### config.mk
export PLATFORM = sky130hd
export DESIGN_NAME = line_buffer_bank_ctrl_flat
export DESIGN_NICKNAME = d
export VERILOG_FILES = /design/src/rtl/line_buffer_bank_ctrl_if.sv /design/src/rtl/line_buffer_bank_ctrl.sv /design/src/flat_wrapper.sv
export SDC_FILE = /design/constraint.sdc
export NUM_CORES = 1
export LEC_CHECK = 0
export CORE_MARGIN = 2
export CORE_UTILIZATION = 35
export CTS_CLUSTER_SIZE = 25
export DETAILED_ROUTE_END_ITERATION = 6
export DONT_BUFFER_PORTS = 1
export PLACE_DENSITY = 0.49
export SYNTH_ARGS = -nofsm -noshare
export SYNTH_HDL_FRONTEND = slang
export SYNTH_SLANG_ARGS = --single-unit
### constraint.sdc
create_clock -name clk -period 3.5 [get_ports clk]
set_input_delay 0.7 -clock clk [delete_from_list [all_inputs] [get_ports clk]]
set_output_delay 0.7 -clock clk [all_outputs]
set_load 0.02 [all_outputs]
### src/rtl/line_buffer_bank_ctrl_if.sv
// ---------------------------------------------------------------------------
// line_buffer_bank_ctrl_if
// Purpose : groups the pixel-in handshake, bank write strobes, the read
//           command handshake and the status flags of the line-buffer bank
//           controller into one bundle.
// Signals :
//   start         frame start request (sampled by the controller in IDLE)
//   in_valid      source has a pixel
//   in_ready      controller accepts a pixel
//   wr_en         one-hot bank write strobe
//   wr_addr       write column
//   rd_cmd_valid  read command available
//   rd_cmd_ready  downstream accepts the read command
//   rd_en         window bank mask, qualified by read fire
//   rd_addr       read column
//   rd_base_bank  bank holding the oldest (top) window row
//   busy          controller is inside a frame
//   frame_done    one-cycle end-of-frame pulse
// Modports: master = controller side, slave = source / window-stage side.
// ---------------------------------------------------------------------------
interface line_buffer_bank_ctrl_if #(
    parameter int NUM_BANKS = 4,
    parameter int ADDR_SIZE = 4,
    parameter int BANK_W    = 2
);
    logic                 start;
    logic                 in_valid;
    logic                 in_ready;
    logic [NUM_BANKS-1:0] wr_en;
    logic [ADDR_SIZE-1:0] wr_addr;
    logic                 rd_cmd_valid;
    logic                 rd_cmd_ready;
    logic [NUM_BANKS-1:0] rd_en;
    logic [ADDR_SIZE-1:0] rd_addr;
    logic [BANK_W-1:0]    rd_base_bank;
    logic                 busy;
    logic                 frame_done;

    modport master (
        input  start, in_valid, rd_cmd_ready,
        output in_ready, wr_en, wr_addr, rd_cmd_valid, rd_en, rd_addr,
               rd_base_bank, busy, frame_done
    );

    modport slave (
        output start, in_valid, rd_cmd_ready,
        input  in_ready, wr_en, wr_addr, rd_cmd_valid, rd_en, rd_addr,
               rd_base_bank, busy, frame_done
    );
endinterface

### src/rtl/line_buffer_bank_ctrl.sv
// ---------------------------------------------------------------------------
// line_buffer_bank_ctrl
// Purpose : rotates NUM_BANKS single-row line-buffer banks. Incoming pixels
//           are written row by row (row r -> bank r mod NUM_BANKS) while
//           KERNEL_SIZE-row read commands are issued to the window/MAC stage
//           for rows that are already complete. Writes never overtake the
//           oldest bank still inside the read window.
// Ports   :
//   clk   rising-edge clock
//   rst   synchronous, active-low reset
//   bus   line_buffer_bank_ctrl_if.master (handshakes, strobes, status)
// Parameter constraints: 2 <= KERNEL_SIZE <= IMAGE_H,
//   NUM_BANKS >= KERNEL_SIZE+1, widths as $clog2 of their ranges.
// ---------------------------------------------------------------------------
module line_buffer_bank_ctrl #(
    parameter int IMAGE_W     = 16,
    parameter int IMAGE_H     = 16,
    parameter int KERNEL_SIZE = 3,
    parameter int NUM_BANKS   = 4,
    parameter int ADDR_SIZE   = 4,
    parameter int ROW_W       = 5,
    parameter int BANK_W      = 2
) (
    input  logic clk,
    input  logic rst,
    line_buffer_bank_ctrl_if.master bus
);

    typedef enum logic [2:0] {
        IDLE   = 3'd0,
        FILL   = 3'd1,
        STREAM = 3'd2,
        DRAIN  = 3'd3,
        DONE   = 3'd4
    } state_t;

    // Row comparisons are done in a widened domain so rd_row+NUM_BANKS and
    // rd_row+KERNEL_SIZE cannot overflow.
    localparam int CMP_W = ROW_W + BANK_W + 2;
    localparam logic [CMP_W-1:0]     IMG_H_C    = CMP_W'(IMAGE_H);
    localparam logic [CMP_W-1:0]     KSZ_C      = CMP_W'(KERNEL_SIZE);
    localparam logic [CMP_W-1:0]     NB_C       = CMP_W'(NUM_BANKS);
    localparam logic [CMP_W-1:0]     LAST_RD_C  = CMP_W'(IMAGE_H - KERNEL_SIZE);
    localparam logic [CMP_W-1:0]     RD_END_C   = CMP_W'(IMAGE_H - KERNEL_SIZE + 1);
    localparam logic [ADDR_SIZE-1:0] COL_LAST   = ADDR_SIZE'(IMAGE_W - 1);
    localparam logic [BANK_W-1:0]    BANK_LAST  = BANK_W'(NUM_BANKS - 1);
    localparam logic [BANK_W:0]      NB_B       = (BANK_W+1)'(NUM_BANKS);
    localparam logic [BANK_W:0]      KSZ_B      = (BANK_W+1)'(KERNEL_SIZE);

    state_t               state;
    state_t               state_nxt;
    logic [ADDR_SIZE-1:0] wr_col;
    logic [ADDR_SIZE-1:0] rd_col;
    logic [ROW_W-1:0]     wr_row;
    logic [ROW_W-1:0]     rd_row;
    // Bank indices track row mod NUM_BANKS incrementally instead of dividing.
    logic [BANK_W-1:0]    wr_bank;
    logic [BANK_W-1:0]    rd_bank;

    logic [CMP_W-1:0]     wr_row_x;
    logic [CMP_W-1:0]     rd_row_x;
    logic                 in_ready;
    logic                 rd_cmd_valid;
    logic                 wfire;
    logic                 rfire;

    assign wr_row_x = CMP_W'(wr_row);
    assign rd_row_x = CMP_W'(rd_row);

    // Write side stalls once it would reach the bank holding the top window row.
    assign in_ready = ((state == FILL) || (state == STREAM)) &&
                      (wr_row_x < IMG_H_C) &&
                      (wr_row_x < rd_row_x + NB_C);

    // A window may be read only when all KERNEL_SIZE of its rows are written.
    assign rd_cmd_valid = ((state == STREAM) || (state == DRAIN)) &&
                          (rd_row_x + KSZ_C <= wr_row_x) &&
                          (rd_row_x <= LAST_RD_C);

    assign wfire = in_ready && bus.in_valid;
    assign rfire = rd_cmd_valid && bus.rd_cmd_ready;

    always_ff @(posedge clk) begin
        if (!rst) begin
            state <= IDLE;
        end else begin
            state <= state_nxt;
        end
    end

    always_comb begin
        state_nxt = state;
        case (state)
            IDLE:    if (bus.start)               state_nxt = FILL;
            FILL:    if (wr_row_x >= KSZ_C)       state_nxt = STREAM;
            STREAM:  if (wr_row_x >= IMG_H_C)     state_nxt = DRAIN;
            DRAIN:   if (rd_row_x >= RD_END_C)    state_nxt = DONE;
            DONE:                                 state_nxt = IDLE;
            default:                              state_nxt = IDLE;
        endcase
    end

    // Counters: column wraps advance the row and its bank; DONE clears
    // everything so IDLE always starts from row 0 / bank 0 / column 0.
    always_ff @(posedge clk) begin
        if (!rst || (state == DONE)) begin
            wr_col  <= '0;
            wr_row  <= '0;
            wr_bank <= '0;
            rd_col  <= '0;
            rd_row  <= '0;
            rd_bank <= '0;
        end else begin
            if (wfire) begin
                if (wr_col == COL_LAST) begin
                    wr_col  <= '0;
                    wr_row  <= wr_row + ROW_W'(1);
                    wr_bank <= (wr_bank == BANK_LAST) ? '0 : wr_bank + BANK_W'(1);
                end else begin
                    wr_col <= wr_col + ADDR_SIZE'(1);
                end
            end
            if (rfire) begin
                if (rd_col == COL_LAST) begin
                    rd_col  <= '0;
                    rd_row  <= rd_row + ROW_W'(1);
                    rd_bank <= (rd_bank == BANK_LAST) ? '0 : rd_bank + BANK_W'(1);
                end else begin
                    rd_col <= rd_col + ADDR_SIZE'(1);
                end
            end
        end
    end

    // Strobes: wr_en is one-hot on the write bank; rd_en selects the
    // KERNEL_SIZE banks starting at rd_bank, wrapping past the last bank.
    always_comb begin
        logic [BANK_W:0] bx;
        logic [BANK_W:0] base;
        logic [BANK_W:0] off;
        bus.wr_en = '0;
        bus.rd_en = '0;
        bx   = '0;
        off  = '0;
        base = (BANK_W+1)'(rd_bank);
        for (int b = 0; b < NUM_BANKS; b++) begin
            bx            = (BANK_W+1)'(b);
            off           = (bx >= base) ? (bx - base) : (bx + NB_B - base);
            bus.wr_en[b]  = wfire && (wr_bank == BANK_W'(b));
            bus.rd_en[b]  = rfire && (off < KSZ_B);
        end
    end

    assign bus.in_ready     = in_ready;
    assign bus.wr_addr      = wr_col;
    assign bus.rd_cmd_valid = rd_cmd_valid;
    assign bus.rd_addr      = rd_col;
    assign bus.rd_base_bank = rd_bank;
    assign bus.busy         = (state != IDLE);
    assign bus.frame_done   = (state == DONE);

endmodule

### src/flat_wrapper.sv
// flat-port wrapper written by rule: the top's interface ports become plain ports
module line_buffer_bank_ctrl_flat 
#(
    parameter int IMAGE_W     = 16,
    parameter int IMAGE_H     = 16,
    parameter int KERNEL_SIZE = 3,
    parameter int NUM_BANKS   = 4,
    parameter int ADDR_SIZE   = 4,
    parameter int ROW_W       = 5,
    parameter int BANK_W      = 2
)
  (clk, rst, bus_start, bus_in_valid, bus_rd_cmd_ready, bus_in_ready, bus_wr_en, bus_wr_addr, bus_rd_cmd_valid, bus_rd_en, bus_rd_addr, bus_rd_base_bank, bus_busy, bus_frame_done);
  line_buffer_bank_ctrl_if #(.NUM_BANKS(NUM_BANKS), .ADDR_SIZE(ADDR_SIZE), .BANK_W(BANK_W)) bus_i ();
  input  logic clk;
  input  logic rst;
  input wire logic [$bits(bus_i.start)-1:0] bus_start;
  input wire logic [$bits(bus_i.in_valid)-1:0] bus_in_valid;
  input wire logic [$bits(bus_i.rd_cmd_ready)-1:0] bus_rd_cmd_ready;
  output wire logic [$bits(bus_i.in_ready)-1:0] bus_in_ready;
  output wire logic [$bits(bus_i.wr_en)-1:0] bus_wr_en;
  output wire logic [$bits(bus_i.wr_addr)-1:0] bus_wr_addr;
  output wire logic [$bits(bus_i.rd_cmd_valid)-1:0] bus_rd_cmd_valid;
  output wire logic [$bits(bus_i.rd_en)-1:0] bus_rd_en;
  output wire logic [$bits(bus_i.rd_addr)-1:0] bus_rd_addr;
  output wire logic [$bits(bus_i.rd_base_bank)-1:0] bus_rd_base_bank;
  output wire logic [$bits(bus_i.busy)-1:0] bus_busy;
  output wire logic [$bits(bus_i.frame_done)-1:0] bus_frame_done;
  assign bus_i.start = bus_start;
  assign bus_i.in_valid = bus_in_valid;
  assign bus_i.rd_cmd_ready = bus_rd_cmd_ready;
  assign bus_in_ready = bus_i.in_ready;
  assign bus_wr_en = bus_i.wr_en;
  assign bus_wr_addr = bus_i.wr_addr;
  assign bus_rd_cmd_valid = bus_i.rd_cmd_valid;
  assign bus_rd_en = bus_i.rd_en;
  assign bus_rd_addr = bus_i.rd_addr;
  assign bus_rd_base_bank = bus_i.rd_base_bank;
  assign bus_busy = bus_i.busy;
  assign bus_frame_done = bus_i.frame_done;
  line_buffer_bank_ctrl #(.IMAGE_W(IMAGE_W), .IMAGE_H(IMAGE_H), .KERNEL_SIZE(KERNEL_SIZE), .NUM_BANKS(NUM_BANKS), .ADDR_SIZE(ADDR_SIZE), .ROW_W(ROW_W), .BANK_W(BANK_W)) u_core (.clk(clk), .rst(rst), .bus(bus_i));
endmodule
# Yosys cells after proc, flatten, opt, wreduce, memory -nomap -nowiden
# Index checks and enable logic that the tools add are counted.
op_classes:
  n_addsub: 15
  order_cmp: 14
  n_eq_ne: 14
  muxes: 12
  n_reduce_logical: 24
ops:
  columns: ["operator", "count"]
  rows:
  - ["two-way mux 3 bit", 7]
  - ["logical AND 1 bit", 14]
  - ["< comparator 3 x 2 -> 1 bit, second input constant", 4]
  - ["case mux 3 bit (4 select lines)", 1]
  - ["adder 5 x 1 -> 5 bit, second input constant", 2]
  - ["less-or-equal comparator 9 x 5 -> 1 bit", 1]
  - ["< comparator 5 x 9 -> 1 bit", 1]
  - ["subtractor 3 x 2 -> 3 bit, first input constant", 3]
  - ["adder 4 x 1 -> 4 bit, second input constant", 2]
  - ["== test 4 bit, second input constant", 2]
  - ["two-way mux 4 bit", 2]
  - ["inequality test 2 bit, second input constant", 4]
  - ["adder 5 x 2 -> 6 bit, second input constant", 1]
  - ["adder 5 x 3 -> 6 bit, second input constant", 1]
  - ["== test 2 bit, second input constant", 3]
  - ["== test 3 x 2 -> 1 bit, second input constant", 2]
  - ["subtractor 1 x 2 -> 3 bit, first input constant", 2]
  - ["subtractor 2 x 2 -> 3 bit, first input constant", 2]
  - [">= comparator 5 x 2 -> 1 bit, second input constant", 1]
  - [">= comparator 5 x 4 -> 1 bit, second input constant", 1]
  - [">= comparator 5 bit, second input constant", 1]
  - ["less-or-equal comparator 5 x 4 -> 1 bit, second input constant", 1]
  - ["< comparator 5 bit, second input constant", 1]
  - ["adder 2 x 1 -> 2 bit, second input constant", 2]
  - ["13 further kinds", 18]
totals:
  regBits: 25
  inputBits: 5
  output_inout_bits: 22
  word_cells: 86

# Longest topological paths before layout
depth:
  depth_word: 6
  depth_mapped: 12
  mapped_depth_nobuf: 10

# Least setup slack after synthesis
# OpenSTA, ideal clock, no wires.
synth_path:
  kind: "flip-flop to output port"
  startpoint: "register u_core.rd_row[0]"
  endpoint: "output bus_rd_en[0]"
  t_arrival_ns: 2.681
  path_slack_ns: 0.119
  stages_incl_launch_ff: 12
  n_path_buf: 2
  path_cell_list: "dfxtp_1 > inv_1 > ha_1 > nand2b_1 > xnor2_1 > ha_1 > nand4_1 > o2111a_1 > a2111o_1 > buf_2 > buf_2 > nor2_1"
synth_via:
  elab_chain_len: 6
synth_rtl:
  columns: ["item", "line", "text"]
  rows:
  - ["from (decl)", "line_buffer_bank_ctrl.sv:55", "logic [ROW_W-1:0] rd_row;"]
  - ["from (signal assigned)", "line_buffer_bank_ctrl.sv:126", "rd_row <= rd_row + ROW_W'(1);"]
  - ["adder 5 x 2 -> 6 bit", "line_buffer_bank_ctrl.sv:77", "(rd_row_x + KSZ_C <= wr_row_x) &&"]
  - ["less-or-equal comparator 9 x 5 -> 1 bit", "line_buffer_bank_ctrl.sv:77", null]
  - ["logical AND 1 bit", "line_buffer_bank_ctrl.sv:76", "assign rd_cmd_valid = ((state == STREAM) || (state == DRAIN)) &&"]
  - ["logical AND 1 bit *", "line_buffer_bank_ctrl.sv:77", null]
  - ["logical AND 1 bit *", "line_buffer_bank_ctrl.sv:81", "assign rfire = rd_cmd_valid && bus.rd_cmd_ready;"]
  - ["logical AND 1 bit *", "line_buffer_bank_ctrl.sv:150", "bus.rd_en[b] = rfire && (off < KSZ_B);"]
  - ["to (decl)", "flat_wrapper.sv:23", "output wire logic [$bits(bus_i.rd_en)-1:0] bus_rd_en;"]
# Mark *: on every way between the ends. The rest lies on a longest branch, timed or not.

# Worst setup path after layout
layout_path:
  startpoint: "register u_core.rd_row[1]"
  endpoint: "output bus_rd_en[3]"
# The elaborated chain is that of the path after synthesis.

==> impl_metrics.py <==
metrics = {
    "outcome": {
        "status": "complete, no violations",
    },
    "grt": {
        "grt_pass1_vias": 1396,
        "grt_antenna_before_repair": 0,
        "grt_max_degree": 19,
        "grt_util_all_layers_pct": 15.5,
        "grt_overflow": 0,
        "grt_first_pass_wirelength_um": 6780,
    },
    "logic_synthesis": {
        "ys.flop_type": "dfxtp_1",
        "postSynth.asyncResetShare_pct": 0,
        "synth-compound-area-share_pct": 19.9,
        "synth_nets": 250,
        "synth_cell_type_count": 50,
        "ys_seq_area_share_pct": 27.8,
        "avgSynthCellArea_sq_um": 8.27,
        "yosys.area_share.simple_pct": 23.7,
        "synth_adder_area_share_pct": 18.7,
        "ys_ff_latch": 25,
        "synth-xor-area-share_pct": 1.94,
        "synthMuxAreaShare_pct": 2.29,
        "synth_top_family_by_area": "simple AND/OR/NAND/NOR gates",
        "syn_inst": 218,
        "synth_area_sq_um": 1800,
        "ys.warnings.count": 0,
        "synth_edf_count": 0,
    },
    "critical_path": {
        "cp_num_buf_inv": 2,
        "crit_arrival_ns": 2.71,
        "cp_slowest_cell": "a2111o_2",
        "critPathTopFamily": "simple AND/OR/NAND/NOR gates",
        "crit_cells": 10,
        "crit_chain": "inv_2 -> ha_2 -> nand2b_1 -> xnor2_1 -> ha_1 -> nand4_1 -> or2_1 -> a2111o_2 -> nor2_1 -> buf_4",
        "r2r_start": "u_core.rd_row[1]$_SDFFE_PP0P_",
        "startpoint_type": "flip-flop",
        "end_kind": "output pin",
        "reg2reg_depth": 11,
        "cp-startpoint": "u_core.rd_row[1]$_SDFFE_PP0P_",
        "cp_max_fo": 7,
        "path_class": "reg2out",
        "slowest_delay_ns": 0.54,
        "cp.required_ns": 2.80,
    },
    "sta": {
        "worst_pin_slew_ns": 0.819,
        "setup_violations": 0,
        "drv_slew": 0,
        "rsz0062_at_grt": "true",
        "post-route-min-period_ns": 3.41,
        "max-slew-margin-rel_pct": 45.4,
        "hold_violations": 0,
        "fin_tns_setup_ns": 0,
        "min_period_over_period_pct": 97.3,
        "fmax_ghz": 0.294,
        "clock_skew_ns": 0.00760,
        "holdWs_ns": 0.510,
    },
    "clock_tree": {
        "numCtsBuffers": 3,
        "ctsHoldBuffers": 0,
        "clk_path_buf_depth": 2,
        "htree_levels": 1,
        "cts_root_buf": "clkbuf_8",
        "tritoncts": "built",
        "path_clk_slew_ns": 0.09,
        "clkLatencyLatePin_ns": 0.28,
        "cts_sinks": 25,
    },
    "die": {
        "coreArea_sq_um": 5040,
        "ios": 27,
        "fp.dieH_um": 75.8,
        "std_cell_rows": 26,
        "die_x_um": 75.8,
        "initial_core_util_pct": 35.8,
        "dieArea_sq_um": 5740,
    },
    "pwr": {
        "vdd_drop_max_uv": 117,
        "p_sw_uw": 228,
        "p_clk_share_pct": 27.1,
        "p_leak_nw": 0.830,
        "internal_power_uw": 433,
        "power_frac_comb_pct": 23.5,
        "pwr-share-seq_pct": 49.4,
        "powerDensity_nw_per_um2": 323,
        "swShare_pct": 34.5,
        "p_total_uw": 661,
    },
    "routing": {
        "dr.pass1.iters": 4,
        "drt_wl_total_um": 4330,
        "viasPerCell": 5.25,
        "vias": 1587,
        "drt-wirelength-per-cell_um": 14.3,
        "drt_iter0_markers": 57,
        "antenna_left": 0,
        "drc": 0,
    },
    "place": {
        "gp_congestion": 0.769,
        "dpl-instance-area_sq_um": 1950,
        "portBuffers": 0,
        "hpwl_um": 3100,
    },
    "final_layout": {
        "syn_to_final_growth_pct": 13.4,
        "utilization_pct": 40.5,
        "drive_above_1_share_pct": 12.9,
        "final_common_cell": "ha_1",
        "diodes": 0,
        "final_area_sq_um": 2040,
        "final_nets": 265,
        "layout_common_cells": "ha_1 (26), dfxtp_1 (25), buf_4 (19)",
    },
    "min_path": {
        "hold_path.class": "reg2reg",
        "hold_depth": 2,
        "hold_start": "u_core.wr_bank[0]$_SDFFE_PP0P_",
    },
    "flow_run": {
        "drv_cap": 0,
    },
}
==> worst min-delay path, cell delays in order, from the launching register on <==
cell and delay, ns:
dfxtp_1 0.35, nand2_1 0.06, mux2i_1 0.06
==> cell families after synthesis <==
logic type,Yosys count
simple gates,81
buf+inv,26
xor+xnor,4
flops,25
compound gates,51
fa+ha+maj,27
mux,4
==> repair_timing <==
action | 4_1_cts | 5_1_grt
hold endpoints to repair | 0 | 0
pin swaps | 1 | 3
setup buffers | 0 | 6
resized for setup | 0 | 3
endpoints found under the setup margin | 4 | 4
==> state kept, by name, indices dropped and copies added, names as in the netlist <==
register	count
u_core.rd_row	5
u_core.wr_row	5
u_core.bus.rd_addr	4
u_core.bus.wr_addr	4
u_core.state	3
u_core.bus.rd_base_bank	2
u_core.wr_bank	2
==> Yosys cell counts, drive strengths merged, types with 4 or more instances <==
cell type / number / area [sq um]
clkbuf: 5 / 18.8
dfxtp: 25 / 500
nor2: 14 / 52.6
nand4: 5 / 31.3
nand3: 9 / 45.0
o21ai: 10 / 50.0
and3: 7 / 43.8
buf: 5 / 23.8
inv: 16 / 60.1
ha: 27 / 338
a21oi: 12 / 60.1
xnor2: 4 / 35.0
or3: 7 / 43.8
nand2b: 4 / 25.0
o31ai: 4 / 30.0
nand2: 18 / 67.6
==> routing by layer <==
| metal | global-route usage (%) | wire length, um | vias up |
|---|---|---|---|
| met5 | 0 | 0 | - |
| met4 | 4.68 | 54 | 0 |
| met3 | 3.04 | 112 | 5 |
| met2 | 22.6 | 1970 | 18 |
| met1 | 22.8 | 2200 | 741 |
| li1 | - | - | 823 |
==> path summary, 6_finish.rpt <==
path                                          to  slack (ns)
setup / recovery                    bus_rd_en[3]        0.09
hold / removal    u_core.wr_bank[0]$_SDFFE_PP0P_        0.51
setup reg to reg   u_core.rd_row[3]$_SDFFE_PP0P_        0.47
hold reg to reg   u_core.wr_bank[0]$_SDFFE_PP0P_        0.51
==> metrics by stage <==
step	setup WS, ns	cells
final	0.0941	302
after global routing	-0.0185	302
after CTS	0.0235	296
after detailed placement	0.325	292
after global placement	0.376	292
after floorplan	0.119	218
==> power groups by stage <==
| stage | sequential (mW) | combinational, mW | clock [mW] |
|---|---|---|---|
| finish | 0.326 | 0.155 | 0.179 |
| global route | 0.331 | 0.173 | 0.195 |
| CTS | 0.326 | 0.157 | 0.182 |
| detailed placement | 0.333 | 0.156 | 0 |
| global placement | 0.334 | 0.158 | 0 |
| floorplan | 0.326 | 0.131 | 0 |
==> cell type report <==
type	instances	area [sq um]
well taps	70	87.6
repair buffers	20	148
multi-input cells	167	1200
flip-flops and latches	25	500
inverters	16	60.1
fillers	539	3000
clock buffers	4	45.0
No activity file was read; power rests on OpenSTA's default activity.
